===== src/rtl/codec_fir_sequencer_if.sv =====
// Codec FIFO and FIR engine handshake bundle for codec_fir_sequencer.
// master = sequencer side; slave = codec and FIR engine side.
interface codec_fir_sequencer_if #(
    parameter int DW = 24
);
    logic          read_ready;
    logic [DW-1:0] readdata_left;
    logic [DW-1:0] readdata_right;
    logic          read;
    logic          write_ready;
    logic          write;
    logic [DW-1:0] writedata_left;
    logic [DW-1:0] writedata_right;
    logic          fir_start;
    logic          fir_chan;
    logic [DW-1:0] fir_din;
    logic          fir_done;
    logic [DW-1:0] fir_dout;

    modport master (
        input  read_ready,
        input  readdata_left,
        input  readdata_right,
        output read,
        input  write_ready,
        output write,
        output writedata_left,
        output writedata_right,
        output fir_start,
        output fir_chan,
        output fir_din,
        input  fir_done,
        input  fir_dout
    );

    modport slave (
        output read_ready,
        output readdata_left,
        output readdata_right,
        input  read,
        output write_ready,
        input  write,
        input  writedata_left,
        input  writedata_right,
        input  fir_start,
        input  fir_chan,
        input  fir_din,
        output fir_done,
        output fir_dout
    );
endinterface


===== src/rtl/codec_fir_sequencer.sv =====
// Pops a stereo sample from the codec, filters left then right on one
// shared FIR engine (with timeout fallback to raw), writes the pair back.
module codec_fir_sequencer #(
    parameter int DW      = 24,
    parameter int TIMEOUT = 1023,
    parameter int CW      = 16
) (
    input  logic                  clk,
    input  logic                  reset_n,
    codec_fir_sequencer_if.master bus,
    input  logic                  bypass,
    output logic                  busy,
    output logic                  timeout_err,
    output logic [CW-1:0]         sample_cnt
);

    localparam int TW = (TIMEOUT < 2) ? 1 : $clog2(TIMEOUT + 1);
    localparam logic [TW-1:0] T_LAST = TW'(TIMEOUT - 1);

    typedef enum logic [2:0] {
        IDLE,
        CAPT,
        WAIT_L,
        WAIT_R,
        WR_WAIT,
        WRITE
    } state_t;

    state_t        state_q, state_d;
    logic [DW-1:0] raw_l_q, raw_l_d;
    logic [DW-1:0] raw_r_q, raw_r_d;
    logic [TW-1:0] timer_q, timer_d;
    logic          read_q, read_d;
    logic          write_q, write_d;
    logic [DW-1:0] wd_l_q, wd_l_d;
    logic [DW-1:0] wd_r_q, wd_r_d;
    logic          start_q, start_d;
    logic          chan_q, chan_d;
    logic [DW-1:0] din_q, din_d;
    logic          busy_q, busy_d;
    logic          terr_q, terr_d;
    logic [CW-1:0] cnt_q, cnt_d;
    logic          timer_hit;

    // The last wait cycle is the one where the timer reaches TIMEOUT at
    // the closing edge; a fir_done in that same cycle still wins.
    assign timer_hit = (timer_q == T_LAST);

    always_comb begin
        state_d = state_q;
        raw_l_d = raw_l_q;
        raw_r_d = raw_r_q;
        timer_d = '0;
        read_d  = 1'b0;
        write_d = 1'b0;
        wd_l_d  = wd_l_q;
        wd_r_d  = wd_r_q;
        start_d = 1'b0;
        chan_d  = chan_q;
        din_d   = din_q;
        terr_d  = terr_q;
        cnt_d   = cnt_q;

        unique case (state_q)
            IDLE: begin
                if (bus.read_ready) begin
                    read_d  = 1'b1;
                    state_d = CAPT;
                end
            end
            CAPT: begin
                raw_l_d = bus.readdata_left;
                raw_r_d = bus.readdata_right;
                if (bypass) begin
                    wd_l_d  = bus.readdata_left;
                    wd_r_d  = bus.readdata_right;
                    state_d = WR_WAIT;
                end else begin
                    din_d   = bus.readdata_left;
                    chan_d  = 1'b0;
                    start_d = 1'b1;
                    state_d = WAIT_L;
                end
            end
            WAIT_L: begin
                if (bus.fir_done || timer_hit) begin
                    wd_l_d  = bus.fir_done ? bus.fir_dout : raw_l_q;
                    terr_d  = terr_q | ~bus.fir_done;
                    din_d   = raw_r_q;
                    chan_d  = 1'b1;
                    start_d = 1'b1;
                    state_d = WAIT_R;
                end else begin
                    timer_d = timer_q + 1'b1;
                end
            end
            WAIT_R: begin
                if (bus.fir_done || timer_hit) begin
                    wd_r_d  = bus.fir_done ? bus.fir_dout : raw_r_q;
                    terr_d  = terr_q | ~bus.fir_done;
                    state_d = WR_WAIT;
                end else begin
                    timer_d = timer_q + 1'b1;
                end
            end
            WR_WAIT: begin
                if (bus.write_ready) begin
                    write_d = 1'b1;
                    state_d = WRITE;
                end
            end
            WRITE: begin
                cnt_d   = cnt_q + 1'b1;
                state_d = IDLE;
            end
            default: begin
                state_d = IDLE;
            end
        endcase

        busy_d = (state_d != IDLE);
    end

    always_ff @(posedge clk or negedge reset_n) begin
        if (!reset_n) begin
            state_q <= IDLE;
            raw_l_q <= '0;
            raw_r_q <= '0;
            timer_q <= '0;
            read_q  <= 1'b0;
            write_q <= 1'b0;
            wd_l_q  <= '0;
            wd_r_q  <= '0;
            start_q <= 1'b0;
            chan_q  <= 1'b0;
            din_q   <= '0;
            busy_q  <= 1'b0;
            terr_q  <= 1'b0;
            cnt_q   <= '0;
        end else begin
            state_q <= state_d;
            raw_l_q <= raw_l_d;
            raw_r_q <= raw_r_d;
            timer_q <= timer_d;
            read_q  <= read_d;
            write_q <= write_d;
            wd_l_q  <= wd_l_d;
            wd_r_q  <= wd_r_d;
            start_q <= start_d;
            chan_q  <= chan_d;
            din_q   <= din_d;
            busy_q  <= busy_d;
            terr_q  <= terr_d;
            cnt_q   <= cnt_d;
        end
    end

    assign bus.read            = read_q;
    assign bus.write           = write_q;
    assign bus.writedata_left  = wd_l_q;
    assign bus.writedata_right = wd_r_q;
    assign bus.fir_start       = start_q;
    assign bus.fir_chan        = chan_q;
    assign bus.fir_din         = din_q;
    assign busy                = busy_q;
    assign timeout_err         = terr_q;
    assign sample_cnt          = cnt_q;

endmodule


===== src/flat_wrapper.sv =====
// flat-port wrapper written by rule: the top's interface ports become plain ports
module codec_fir_sequencer_flat 
#(
    parameter int DW      = 24,
    parameter int TIMEOUT = 1023,
    parameter int CW      = 16
)
  (clk, reset_n, bypass, busy, timeout_err, sample_cnt, bus_read_ready, bus_readdata_left, bus_readdata_right, bus_read, bus_write_ready, bus_write, bus_writedata_left, bus_writedata_right, bus_fir_start, bus_fir_chan, bus_fir_din, bus_fir_done, bus_fir_dout);
  codec_fir_sequencer_if #(.DW(DW)) bus_i ();
  input  logic clk;
  input  logic reset_n;
  input  logic bypass;
  output logic busy;
  output logic timeout_err;
  output logic [CW-1:0] sample_cnt;
  input wire logic [$bits(bus_i.read_ready)-1:0] bus_read_ready;
  input wire logic [$bits(bus_i.readdata_left)-1:0] bus_readdata_left;
  input wire logic [$bits(bus_i.readdata_right)-1:0] bus_readdata_right;
  output wire logic [$bits(bus_i.read)-1:0] bus_read;
  input wire logic [$bits(bus_i.write_ready)-1:0] bus_write_ready;
  output wire logic [$bits(bus_i.write)-1:0] bus_write;
  output wire logic [$bits(bus_i.writedata_left)-1:0] bus_writedata_left;
  output wire logic [$bits(bus_i.writedata_right)-1:0] bus_writedata_right;
  output wire logic [$bits(bus_i.fir_start)-1:0] bus_fir_start;
  output wire logic [$bits(bus_i.fir_chan)-1:0] bus_fir_chan;
  output wire logic [$bits(bus_i.fir_din)-1:0] bus_fir_din;
  input wire logic [$bits(bus_i.fir_done)-1:0] bus_fir_done;
  input wire logic [$bits(bus_i.fir_dout)-1:0] bus_fir_dout;
  assign bus_i.read_ready = bus_read_ready;
  assign bus_i.readdata_left = bus_readdata_left;
  assign bus_i.readdata_right = bus_readdata_right;
  assign bus_read = bus_i.read;
  assign bus_i.write_ready = bus_write_ready;
  assign bus_write = bus_i.write;
  assign bus_writedata_left = bus_i.writedata_left;
  assign bus_writedata_right = bus_i.writedata_right;
  assign bus_fir_start = bus_i.fir_start;
  assign bus_fir_chan = bus_i.fir_chan;
  assign bus_fir_din = bus_i.fir_din;
  assign bus_i.fir_done = bus_fir_done;
  assign bus_i.fir_dout = bus_fir_dout;
  codec_fir_sequencer #(.DW(DW), .TIMEOUT(TIMEOUT), .CW(CW)) u_core (.clk(clk), .reset_n(reset_n), .bus(bus_i), .bypass(bypass), .busy(busy), .timeout_err(timeout_err), .sample_cnt(sample_cnt));
endmodule

===== config.mk =====
export PLATFORM = sky130hd
export DESIGN_NAME = codec_fir_sequencer_flat
export DESIGN_NICKNAME = d
export VERILOG_FILES = /design/src/rtl/codec_fir_sequencer_if.sv /design/src/rtl/codec_fir_sequencer.sv /design/src/flat_wrapper.sv
export SDC_FILE = /design/constraint.sdc
export NUM_CORES = 1
export LEC_CHECK = 0
export CORE_AREA = 2 2 129 131
export DETAILED_ROUTE_END_ITERATION = 7
export DIE_AREA = 0 0 131 133
export PLACE_DENSITY = 0.74
export SETUP_SLACK_MARGIN = 0.1
export SLEW_MARGIN = 10
export SYNTH_ARGS = -nofsm -noshare
export SYNTH_HDL_FRONTEND = slang
export SYNTH_SLANG_ARGS = --single-unit

===== constraint.sdc =====
create_clock -name clk -period 1.8 [get_ports clk]
set_clock_uncertainty 0.05 [all_clocks]
set_input_delay 0.45 -clock clk [delete_from_list [all_inputs] [get_ports clk]]
set_output_delay 0.45 -clock clk [all_outputs]
set_load 0.03 [all_outputs]

==> results.md <==
- Routed via count: 6,092
- CTS tree: yes
- Synthesized area per cell: 10.6 um^2
- CTS Buf Count: 17
- Final cycle utilization of the critical path: 109%
- Post-Syn Area: 0.00706 mm^2
- Power per cell area: 1770 mW/mm^2
- Max frequency: 507 MHz
- Main flop type after synthesis: dfrtp_1
- Final HPWL DP: 14.1 mm
- Met1 usage: 32.7%
- Area delta synth->final: 45.4%
- ANT nets after route: 0
- Data required, critical path: 2.07 ns
- Bufs on Longest Clock Path: 2
- Core Area: 0.0162 mm^2
- DP Cell Count: 1,056
- Die X-Extent: 131 um
- Synth unique cells: 40
- Met3 usage: 4.81%
- Final setup fails: 72
- Crit path DAT: 2.24 ns
- Top-count cell post-synth: nand2_1
- Non-filler instance count after layout: 1,106
- GRT Util Overall: 24.8%
- FFs w/ async S/R, synth: 100%
- Synth cell count leaders: nand2_1 (175), dfrtp_1 (155), mux2i_1 (49)
- First-pass GRT wire length: 33.1 mm
- Vias per cell: 5.51
- Min cycle time layout: 1.97 ns
- Slew Limit Fails: 0
- HP Class: reg2reg
- Die area: 0.0174 mm^2
- Top cell type's share of synthesized area: 54.9%
- Seq/Total Area, Yosys: 54.9%
- Drt first-iter violations: 478
- RD Place Congestion: 0.856
- Total iterations of the first detailed-routing run: 5
- Post-synthesis cell count: 665
- Grt ovf: 0
- Initial antenna violation count: 0
- Initial Utilization: 43.7%
- Design area: 0.0103 mm^2
- Status: finished, violations left
- # Max-Cap Violations: 0
- CP Launch Type: flip-flop
- Global routing's busiest layer: met2
- Final net count: 954
- Area taken by multi-input logic gates: 0.00317 mm^2
- CP Max Fanout: 18
- Yosys reg bits: 155
- Placement Rows: 47
- Total power: 0.0182 W
- Total wire length: 21.3 mm
- Dpl cell area: 0.00940 mm^2
- Failing checks: setup timing
- Layout cells sized above 1: 22.9%
- Final hold viol count: 0
- Clock latency on the worst-skew pair: 0.43 ns
- ANT cells: 0
- Max IR drop VDD: 0.00103 V
- EDFF count, synth: 0
- Sequential cell area: 0.00388 mm^2
- RSZ-0062 raised after global routing: true
- Worst slew margin: 51.6%
- LEAKAGE: 4.85 nW
- Mapped Nets: 746
- Synth top area cells: dfrtp_1 (55%), nand2_1 (9.3%), mux2i_1 (6.9%)
- Fillcell total: 1,220
- DRC: 0
- Wire length per cell: 19.3 um
- Vias in the first global route: 6,284
- CTS Root Cell: clkbuf_16
- Die span in y: 133 um
- CTS H-tree lvls: 4
- Port Buf Inserts: 171
- Ports: 172
- Worst setup margin: -0.171 ns
- Largest net degree at the start of global routing: 39
- FF-to-FF setup slack: -0.17 ns
- Reg clk slew, reported paths: 0.06 ns
- TritonCTS Sinks: 155
- Crit path capture type: flip-flop
- Met2 GRT Util: 40.9%
- Cell taking the most area after synthesis: dfrtp_1
- Least-Margin Pin Slew: 0.725 ns
- Yosys Warn Count: 0
- Critical path type: reg2reg
[critical path: stages (launching register included)]
cell     delay [ns]
dfrtp_1        0.38
inv_1          0.06
ha_2           0.16
and4_4         0.24
a31oi_4        0.13
buf_4          0.18
buf_6          0.11
buf_12         0.14
o32a_1         0.30
o21a_1         0.10
[final timing paths]
path / startpoint / end / cells past startpoint
max: u_core.timer_q[0]$_DFF_PN0_ / u_core.bus.fir_din[11]$_DFFE_PN0P_ / 9
min: u_core.raw_l_q[2]$_DFFE_PN0N_ / u_core.raw_l_q[2]$_DFFE_PN0N_ / 2
min in group asynchronous: reset_n / u_core.raw_l_q[8]$_DFFE_PN0N_ / 2
min reg2reg: u_core.raw_l_q[2]$_DFFE_PN0N_ / u_core.raw_l_q[2]$_DFFE_PN0N_ / 2
max in group asynchronous: reset_n / u_core.sample_cnt[1]$_DFFE_PN0N_ / 3
max reg2reg: u_core.timer_q[0]$_DFF_PN0_ / u_core.bus.fir_din[11]$_DFFE_PN0P_ / 9
[report_power, final]
part           internal [W]  switching [W]
combinational       0.00351        0.00476
sequential          0.00499        0.00101
clock               0.00249        0.00142
total                0.0110        0.00718
[final cells by class]
class,count,share of cell area [%]
flip-flops and latches,155,37.8
multi-input cells,460,30.9
repair buffers,235,22.2
clock buffers,20,4.35
well taps,220,2.68
clock inverters,12,1.90
inverters,4,0.146
[through the flow]
stage	hold slack [ns]	setup WS, ns	utilization (%)	setup TNS [ns]
after floorplan	0.104	-0.0587	-	-1.10
after global placement	0.330	-0.588	58.1	-21.92
after detailed placement	0.327	-0.654	58.1	-25.21
after CTS	0.427	-0.168	63.4	-8.85
after global routing	0.438	-0.250	63.5	-14.77
final	0.424	-0.171	63.5	-9.05
[cell families (layout without fill, tap and decap cells)]
family | Yosys count | in the layout | share of synthesized area, %
compound gates | 104 | 104 | 12.3
flops | 155 | 155 | 54.9
xor+xnor | 23 | 23 | 2.85
simple gates | 256 | 256 | 15.4
fa+ha+maj | 3 | 3 | 0.531
buf+inv | 50 | 271 | 3.01
mux | 74 | 74 | 10.9
[cells in the final DEF, fill, tap and decap left out, types with 27 or more instances in the layout]
cell / n
mux2i_1: 49
dfrtp_1: 150
nand2_1: 173
clkbuf_2: 36
clkdlybuf4s50_1: 75
clkdlybuf4s15_1: 27
buf_4: 36
[state kept, by name, indices dropped and copies added, names as in the netlist]
signal	flops
u_core.raw_r_q	24
u_core.raw_l_q	24
u_core.busy	1
u_core.timeout_err	1
u_core.bus.fir_chan	1
u_core.bus.fir_start	1
u_core.bus.writedata_right	24
u_core.bus.write	1
u_core.bus.writedata_left	24
u_core.bus.read	1
u_core.bus.fir_din	24
u_core.sample_cnt	16
u_core.timer_q	10
u_core.state_q	3
[per-layer routing]
| layer | part of all wire (%) | wire length (um) |
|---|---|---|
| met1 | 42 | 8990 |
| met3 | 6.4 | 1360 |
| met4 | 2.1 | 444 |
| met2 | 49 | 10500 |
| met5 | 0 | 0 |
[what timing repair did]
item                       in CTS  in global routing
pin swaps                       3                  7
gates cloned                    1                  0
resized for setup             199                112
hold endpoints to repair       30                  0
setup endpoints to repair     173                198
setup buffers                   9                  7
hold buffers                    1                  0
Power figures use the tool's default switching activity.
